## src/rtl/riscv_pkg.sv

```systemverilog
// Shared RISC-V definitions: ALU control codes, opcodes and the issue-stage payload.
// Immediate extraction helpers are shared by the decoder.
package riscv_pkg;

  localparam int XLEN = 32;

  localparam logic [3:0] ALU_ADD = 4'd0;
  localparam logic [3:0] ALU_SUB = 4'd1;
  localparam logic [3:0] ALU_AND = 4'd2;
  localparam logic [3:0] ALU_OR  = 4'd3;
  localparam logic [3:0] ALU_XOR = 4'd4;
  localparam logic [3:0] ALU_SLT = 4'd5;

  localparam logic [6:0] OPC_OP     = 7'b0110011;
  localparam logic [6:0] OPC_OP_IMM = 7'b0010011;
  localparam logic [6:0] OPC_LOAD   = 7'b0000011;
  localparam logic [6:0] OPC_STORE  = 7'b0100011;
  localparam logic [6:0] OPC_BRANCH = 7'b1100011;

  typedef struct packed {
    logic [3:0]      alu_ctl;
    logic [XLEN-1:0] a;
    logic [XLEN-1:0] b;
    logic [XLEN-1:0] store_data;
    logic [4:0]      rd;
    logic            we;
    logic            illegal;
  } issue_t;

  function automatic logic [XLEN-1:0] imm_i(input logic [31:0] instr);
    return {{(XLEN-12){instr[31]}}, instr[31:20]};
  endfunction

  function automatic logic [XLEN-1:0] imm_s(input logic [31:0] instr);
    return {{(XLEN-12){instr[31]}}, instr[31:25], instr[11:7]};
  endfunction

endpackage

```

## src/rtl/alu_decode.sv

```systemverilog
// Combinational decoder from instruction word and register read data to an ALU issue payload.
// Anything the ALU cannot execute yields an illegal, side-effect-free payload.
module alu_decode
  import riscv_pkg::*;
(
  input  logic [31:0]     instr,
  input  logic [XLEN-1:0] rs1_data,
  input  logic [XLEN-1:0] rs2_data,
  output issue_t          issue
);

  logic [6:0] opcode_s;
  logic [2:0] funct3_s;
  logic [6:0] funct7_s;
  logic [4:0] rd_s;
  logic [3:0] f3_ctl_s;
  logic       f3_ok_s;

  assign opcode_s = instr[6:0];
  assign funct3_s = instr[14:12];
  assign funct7_s = instr[31:25];
  assign rd_s     = instr[11:7];

  // Shared funct3 map for OP and OP-IMM; shifts and SLTU are not supported
  always_comb begin
    f3_ctl_s = ALU_ADD;
    f3_ok_s  = 1'b1;
    case (funct3_s)
      3'b000:  f3_ctl_s = ALU_ADD;
      3'b100:  f3_ctl_s = ALU_XOR;
      3'b110:  f3_ctl_s = ALU_OR;
      3'b111:  f3_ctl_s = ALU_AND;
      3'b010:  f3_ctl_s = ALU_SLT;
      default: f3_ok_s  = 1'b0;
    endcase
  end

  // Main decode; illegal payload is the default and legal cases overwrite it
  always_comb begin
    issue         = '0;
    issue.alu_ctl = ALU_ADD;
    issue.illegal = 1'b1;
    case (opcode_s)
      OPC_OP: begin
        if (funct7_s == 7'h00 && f3_ok_s) begin
          issue.alu_ctl = f3_ctl_s;
          issue.illegal = 1'b0;
        end else if (funct7_s == 7'h20 && funct3_s == 3'b000) begin
          issue.alu_ctl = ALU_SUB;
          issue.illegal = 1'b0;
        end else begin
          issue.illegal = 1'b1;
        end
        if (!issue.illegal) begin
          issue.a  = rs1_data;
          issue.b  = rs2_data;
          issue.rd = rd_s;
          issue.we = (rd_s != 5'd0);
        end else begin
          issue.we = 1'b0;
        end
      end
      OPC_OP_IMM: begin
        if (f3_ok_s) begin
          issue.alu_ctl = f3_ctl_s;
          issue.illegal = 1'b0;
          issue.a       = rs1_data;
          issue.b       = imm_i(instr);
          issue.rd      = rd_s;
          issue.we      = (rd_s != 5'd0);
        end else begin
          issue.illegal = 1'b1;
        end
      end
      OPC_LOAD: begin
        issue.illegal = 1'b0;
        issue.a       = rs1_data;
        issue.b       = imm_i(instr);
        issue.rd      = rd_s;
        issue.we      = (rd_s != 5'd0);
      end
      OPC_STORE: begin
        issue.illegal    = 1'b0;
        issue.a          = rs1_data;
        issue.b          = imm_s(instr);
        issue.store_data = rs2_data;
      end
      OPC_BRANCH: begin
        if (funct3_s == 3'b000 || funct3_s == 3'b001) begin
          issue.alu_ctl = ALU_SUB;
          issue.illegal = 1'b0;
          issue.a       = rs1_data;
          issue.b       = rs2_data;
        end else begin
          issue.illegal = 1'b1;
        end
      end
      default: issue.illegal = 1'b1;
    endcase
  end

endmodule

```

## src/rtl/alu_issue_stage.sv

```systemverilog
// Decode/issue stage: decodes an instruction and holds the result in an output register
// backed by a one-entry skid register, with valid/ready on both sides and a flush.
module alu_issue_stage
  import riscv_pkg::*;
#(
  parameter int DATA_WIDTH = 32
) (
  input  logic                  clk,
  input  logic                  rst,
  input  logic                  flush,
  input  logic                  in_valid,
  output logic                  in_ready,
  input  logic [31:0]           in_instr,
  input  logic [DATA_WIDTH-1:0] in_rs1_data,
  input  logic [DATA_WIDTH-1:0] in_rs2_data,
  output logic                  out_valid,
  input  logic                  out_ready,
  output logic [3:0]            out_alu_ctl,
  output logic [DATA_WIDTH-1:0] out_a,
  output logic [DATA_WIDTH-1:0] out_b,
  output logic [DATA_WIDTH-1:0] out_store_data,
  output logic [4:0]            out_rd,
  output logic                  out_we,
  output logic                  out_illegal
);

  issue_t dec_s;
  issue_t out_r;
  issue_t skid_r;
  logic   out_valid_r;
  logic   skid_valid_r;
  logic   accept_s;
  logic   out_free_s;

  alu_decode u_decode (
    .instr    (in_instr),
    .rs1_data (in_rs1_data),
    .rs2_data (in_rs2_data),
    .issue    (dec_s)
  );

  // in_ready depends only on skid occupancy, never combinationally on out_ready
  assign in_ready   = !skid_valid_r;
  assign accept_s   = in_valid && !skid_valid_r;
  assign out_free_s = !out_valid_r || out_ready;

  // Output/skid occupancy and payload; flush and reset dominate every other event
  always_ff @(posedge clk) begin
    if (rst || flush) begin
      out_r        <= '0;
      skid_r       <= '0;
      out_valid_r  <= 1'b0;
      skid_valid_r <= 1'b0;
    end else if (out_free_s) begin
      if (skid_valid_r) begin
        out_r        <= skid_r;
        out_valid_r  <= 1'b1;
        skid_valid_r <= 1'b0;
      end else if (accept_s) begin
        out_r       <= dec_s;
        out_valid_r <= 1'b1;
      end else begin
        out_valid_r <= 1'b0;
      end
    end else if (accept_s) begin
      skid_r       <= dec_s;
      skid_valid_r <= 1'b1;
    end else begin
      skid_valid_r <= skid_valid_r;
    end
  end

  assign out_valid      = out_valid_r;
  assign out_alu_ctl    = out_r.alu_ctl;
  assign out_a          = out_r.a;
  assign out_b          = out_r.b;
  assign out_store_data = out_r.store_data;
  assign out_rd         = out_r.rd;
  assign out_we         = out_r.we;
  assign out_illegal    = out_r.illegal;

endmodule

```

## config.mk

```make
export PLATFORM = sky130hd
export DESIGN_NAME = alu_issue_stage
export DESIGN_NICKNAME = d
export VERILOG_FILES = /design/src/rtl/riscv_pkg.sv /design/src/rtl/alu_decode.sv /design/src/rtl/alu_issue_stage.sv
export SDC_FILE = /design/constraint.sdc
export NUM_CORES = 1
export LEC_CHECK = 0
export ABC_AREA = 1
export ABC_CLOCK_PERIOD_IN_PS = 1400
export CELL_PAD_IN_SITES_DETAIL_PLACEMENT = 1
export CELL_PAD_IN_SITES_GLOBAL_PLACEMENT = 1
export CORE_ASPECT_RATIO = 0.75
export CORE_UTILIZATION = 33
export CTS_CLUSTER_DIAMETER = 40
export CTS_CLUSTER_SIZE = 30
export DETAILED_ROUTE_END_ITERATION = 10
export PLACE_DENSITY_LB_ADDON = 0.1
export SKIP_LAST_GASP = 1
export SYNTH_ARGS = -nofsm -noshare
export SYNTH_HDL_FRONTEND = slang
export SYNTH_SLANG_ARGS = --single-unit
```

## constraint.sdc

```tcl
create_clock -name clk -period 1.4 [get_ports clk]
set_input_delay 0.14 -clock clk [delete_from_list [all_inputs] [get_ports clk]]
set_output_delay 0.14 -clock clk [all_outputs]
set_load 0.005 [all_outputs]
```

==> results.md <==
GRT:
- Global routing used 30.3% of the available tracks.
- The number of antenna violations at the first check in global routing is 2.
- The via count of the first global-routing pass is around 14000.
- The global-route wire length before repair is between 80 and 90 mm.
- The total overflow left after global routing is 0.
- The largest net degree at the start of global routing is 48.

Power and ir drop:
- The post-route total power is about 18 mW.
- The portion of total power attributed to combinational logic is a little over an eighth.
- The net switching power of the design is between 4 and 5 mW.
- The part of the power in the clock network is 53.3%.
- Internal power comes to 13.5 mW.
- The ratio of total power to cell area is 947 nW/um^2.
- The share of total power dissipated in sequential elements is 33.6%.
- Summed over all cells, the static leakage comes to roughly 8.6 nW.
- The peak supply drop is roughly 0.0007 V.
- Net switching is about a quarter of the power.

Critical path:
- The largest fanout of any net on the critical path is 17.
- The capture instance of the worst register-to-register path is out_store_data[7].
- STA puts the critical path data required time at about 1.8 ns.
- The logic depth of the worst register-to-register path is 8.
- The launching element type of the critical path is a flop.
- The arrival time reported for the critical path endpoint is 2.05 ns.
- The worst setup path is of the reg2reg kind.
- The startpoint identified for the worst register-to-register timing path is skid_valid_r.
- The setup slack of the most critical reg-to-reg path is -0.26 ns.
- The kind of end point of the critical path is a flop.

Worst hold path:
- The number of stages on the worst hold path is 5.
- For hold timing, the worst endpoint is skid_r[48].
- The class of the tightest hold or removal check is in2reg.
- The start point of the worst min-delay path is in_instr[29].

Clocking:
- The root buffer cell chosen for the clock tree is clkbuf_16.
- The number of buffers created by CTS is 37.
- The clock tree from TritonCTS is yes.
- The number of H-tree branching levels is 2.
- The clock passes through at most 3 buffers.
- The register clock-pin slew on the reported worst setup and hold paths is ~0.060 ns.
- The number of clock sinks is 214.
- After clock tree synthesis, the flow added hold-fix buffers numbering 0.
- The clock latency on the worst-skew pair is approximately 0.53 ns.

STA:
- The post-route worst setup slack is -0.255 ns.
- Subtracting the final worst setup slack from the clock period gives 1.66 ns.
- The largest clock skew in the final design is 0.0183 ns.
- The post-route fraction of the period consumed by the critical path is 118%.
- The number of slew-limit violations in the final report is 0.
- The number of failing setup endpoints in the final timing report is approximately 200.
- Setup repair after global routing could not meet its margin everywhere.
- Timing would allow up to 604 MHz.
- The final hold violation count is 0.

Logic synthesis:
- The net count of the mapped netlist is 1810.
- The number of warnings printed during yosys synthesis is 0.
- Averaged over all synthesized cells, the footprint is 6.59 um^2.
- The post-synthesis cell count is approximately 1700.
- Sequential elements use between 30% and 40% of the synthesized area.
- In this run the cell area of the synthesized design comes to approximately 11000 um^2.
- The number of distinct standard cells referenced by the synthesized netlist is 31.
- The register bit total from synthesis is 214.

Drt:
- After detailed routing, the total wire length is 58.2 mm.
- The first routing iteration left around 1100 violations.
- The count of vias placed by the detailed router is ~14000.
- The average vias per placed instance is 5.66.
- Before antenna repair, the detailed router went through 5 iterations.
- The remaining routing DRC violations is 0.
- The number of routed nets with antenna violations is 0.
- After detailed routing, the average wire length per cell comes to about 23 um.

Die:
- Measured along the y axis, the die boundary spans 162 um.
- The standard-cell row count is a little under 60.
- The total die area is 34900 um^2.
- The core region is 33500 um^2.
- The top-level I/O count is 210.
- Once the floorplan was initialized, standard cells occupied between 30% and 40% of the core.
- The die is 215 um wide.

Placed design:
- The placed instances occupy a cell area of ~15000 um^2.
- The wire-length estimate of the detail-placed layout is between 30 and 40 mm.
- The number of cells in the design after placement is roughly 2300.
- The number of buffers added on ports is approximately 200.
- The congestion estimate from routability-driven global placement came to between 0.7 and 0.8.

Final layout:
- The number of cells in the finished layout apart from fillers is 2523.
- The proportion of layout cells with a drive suffix above 1 is a little over 30%.
- The filler cells instantiated in the layout total ~3900.
- At the end of the flow, the number of nets in the layout was approximately 2100.
- Compared with the post-synthesis result, the final layout area differs by 72.7%.
- The fraction of the core area covered by cells at the end of the flow is 58.0%.
- The library cell used most frequently in the layout, excluding fill and tap cells, is nand2_1.
- Leaving out fill and tap cells, the most frequent cells in the layout are nand2_1 (280), nand3_1 (229), dfxtp_1 (181).
- With fillers left out, the area of the finished cells amounts to a little under 20000 um^2.

Outcome:
- The final reports fail on setup timing.
- The flow ran to the end, but the final reports show violations.

Job:
- Across the run, the number of max-cap violations was 0.
-- worst max path at each step --
stage | cells past startpoint | to | slack (ns) | start
after global routing | 8 | out_store_data[7] | -0.28 | skid_valid_r
after detailed placement | 14 | out_b[6] | -0.70 | in_instr[25]
final | 8 | out_store_data[7] | -0.26 | skid_valid_r
after CTS | 4 | in_ready | -0.17 | skid_valid_r
after floorplan | 8 | out_a[22] | -0.005 | out_valid
after global placement | 14 | out_b[8] | -0.71 | in_instr[26]
-- sequential cells by signal, indices dropped and copies added (netlist names) --
name            cells
skid_r            106
out_we              1
out_rd              5
out_alu_ctl         3
skid_valid_r        1
out_valid           1
out_illegal         1
out_store_data     32
out_a              32
out_b              32
-- cells in the mapped netlist --
| cell | instances | area, um^2 |
|---|---|---|
| o21ai_0 | 81 | 405 |
| and2_1 | 1 | 6.26 |
| nand2_1 | 329 | 1230 |
| nor2_2 | 3 | 18.8 |
| buf_4 | 15 | 113 |
| clkbuf_4 | 3 | 22.5 |
| o211ai_1 | 71 | 533 |
| nand3_2 | 3 | 30.0 |
| nand4_1 | 35 | 219 |
| nand2_2 | 7 | 43.8 |
| nor3_4 | 1 | 16.3 |
| a21oi_1 | 174 | 871 |
| inv_1 | 94 | 353 |
| nand3_1 | 273 | 1370 |
| buf_2 | 31 | 155 |
| nand2_4 | 3 | 33.8 |
| buf_6 | 6 | 67.6 |
| a31oi_1 | 1 | 6.26 |
| nor3_1 | 2 | 10.0 |
| nand3_4 | 1 | 17.5 |
| conb_1 | 1 | 3.75 |
| inv_2 | 6 | 22.5 |
| nor2_8 | 1 | 20.0 |
| o21ai_1 | 45 | 225 |
| o22ai_1 | 1 | 6.26 |
| nor2_1 | 215 | 807 |
| buf_1 | 12 | 45.0 |
| nor2_4 | 2 | 22.5 |
| dfxtp_1 | 214 | 4280 |
| clkbuf_1 | 77 | 289 |
| inv_4 | 1 | 6.26 |
-- power by group through the flow --
stage | sequential [mW] | clock (mW) | combinational (mW)
2_1_floorplan | 6.31 | 0 | 0.601
3_3_place_gp | 6.31 | 0 | 1.53
3_5_place_dp | 6.31 | 0 | 1.55
4_1_cts | 6.19 | 9.90 | 2.17
5_1_grt | 6.19 | 10.2 | 2.50
6_report | 6.19 | 9.81 | 2.41
-- area by class of cell --
type,instances,area (um^2),share of cell area (%)
Timing Repair Buffer,435,5440,28.0
Antenna cell,2,5.00,0.0257
Inverter,101,425,2.19
Tap cell,450,563,2.90
Timing Repair inverter,2,32.5,0.167
Clock inverter,21,279,1.44
Clock buffer,47,1050,5.38
Sequential cell,214,4330,22.3
Multi-Input combinational cell,1251,7320,37.7
-- repair_timing --
action                     CTS  global route
buffers inserted            53            39
pin swaps                   92            92
resized for setup          441           298
cloned                      41            12
setup endpoints to repair  316           209
-- critical path: stages (launching register included) --
cell	delay [ns]
dfxtp_2	0.32
buf_4	0.14
nor2_2	0.19
nor2_4	0.09
buf_12	0.14
buf_4	0.14
buf_12	0.15
o21ai_0	0.24
a21oi_1	0.10
-- cells by family (layout without fill, tap and decap cells) --
logic type	after synthesis	after routing	synth area share (%)
AOI/OAI and AO/OA	373	373	18.2
buffers and inverters	245	606	9.54
DFF	214	214	38.1
other	1	3	0.0333
and+or+nand+nor	876	877	34.2
-- metrics by stage --
step           setup TNS (ns)  hold WS (ns)  setup WS [ns]
2_1_floorplan          -0.231         0.281       -0.00458
5_1_grt                -32.26         0.180         -0.276
3_3_place_gp          -118.61         0.451         -0.708
4_1_cts                -14.22         0.150         -0.171
6_report               -26.39         0.161         -0.255
3_5_place_dp          -120.95         0.457         -0.699
-- layer usage --
metal,GRT usage (%),vias to the layer above,routed length [um]
li1,-,6478,-
met1,39.5,7120,24900
met2,50.3,541,27700
met3,5.34,128,3830
met4,11.2,2,1750
met5,0,-,13
Power figures use the tool's default switching activity.
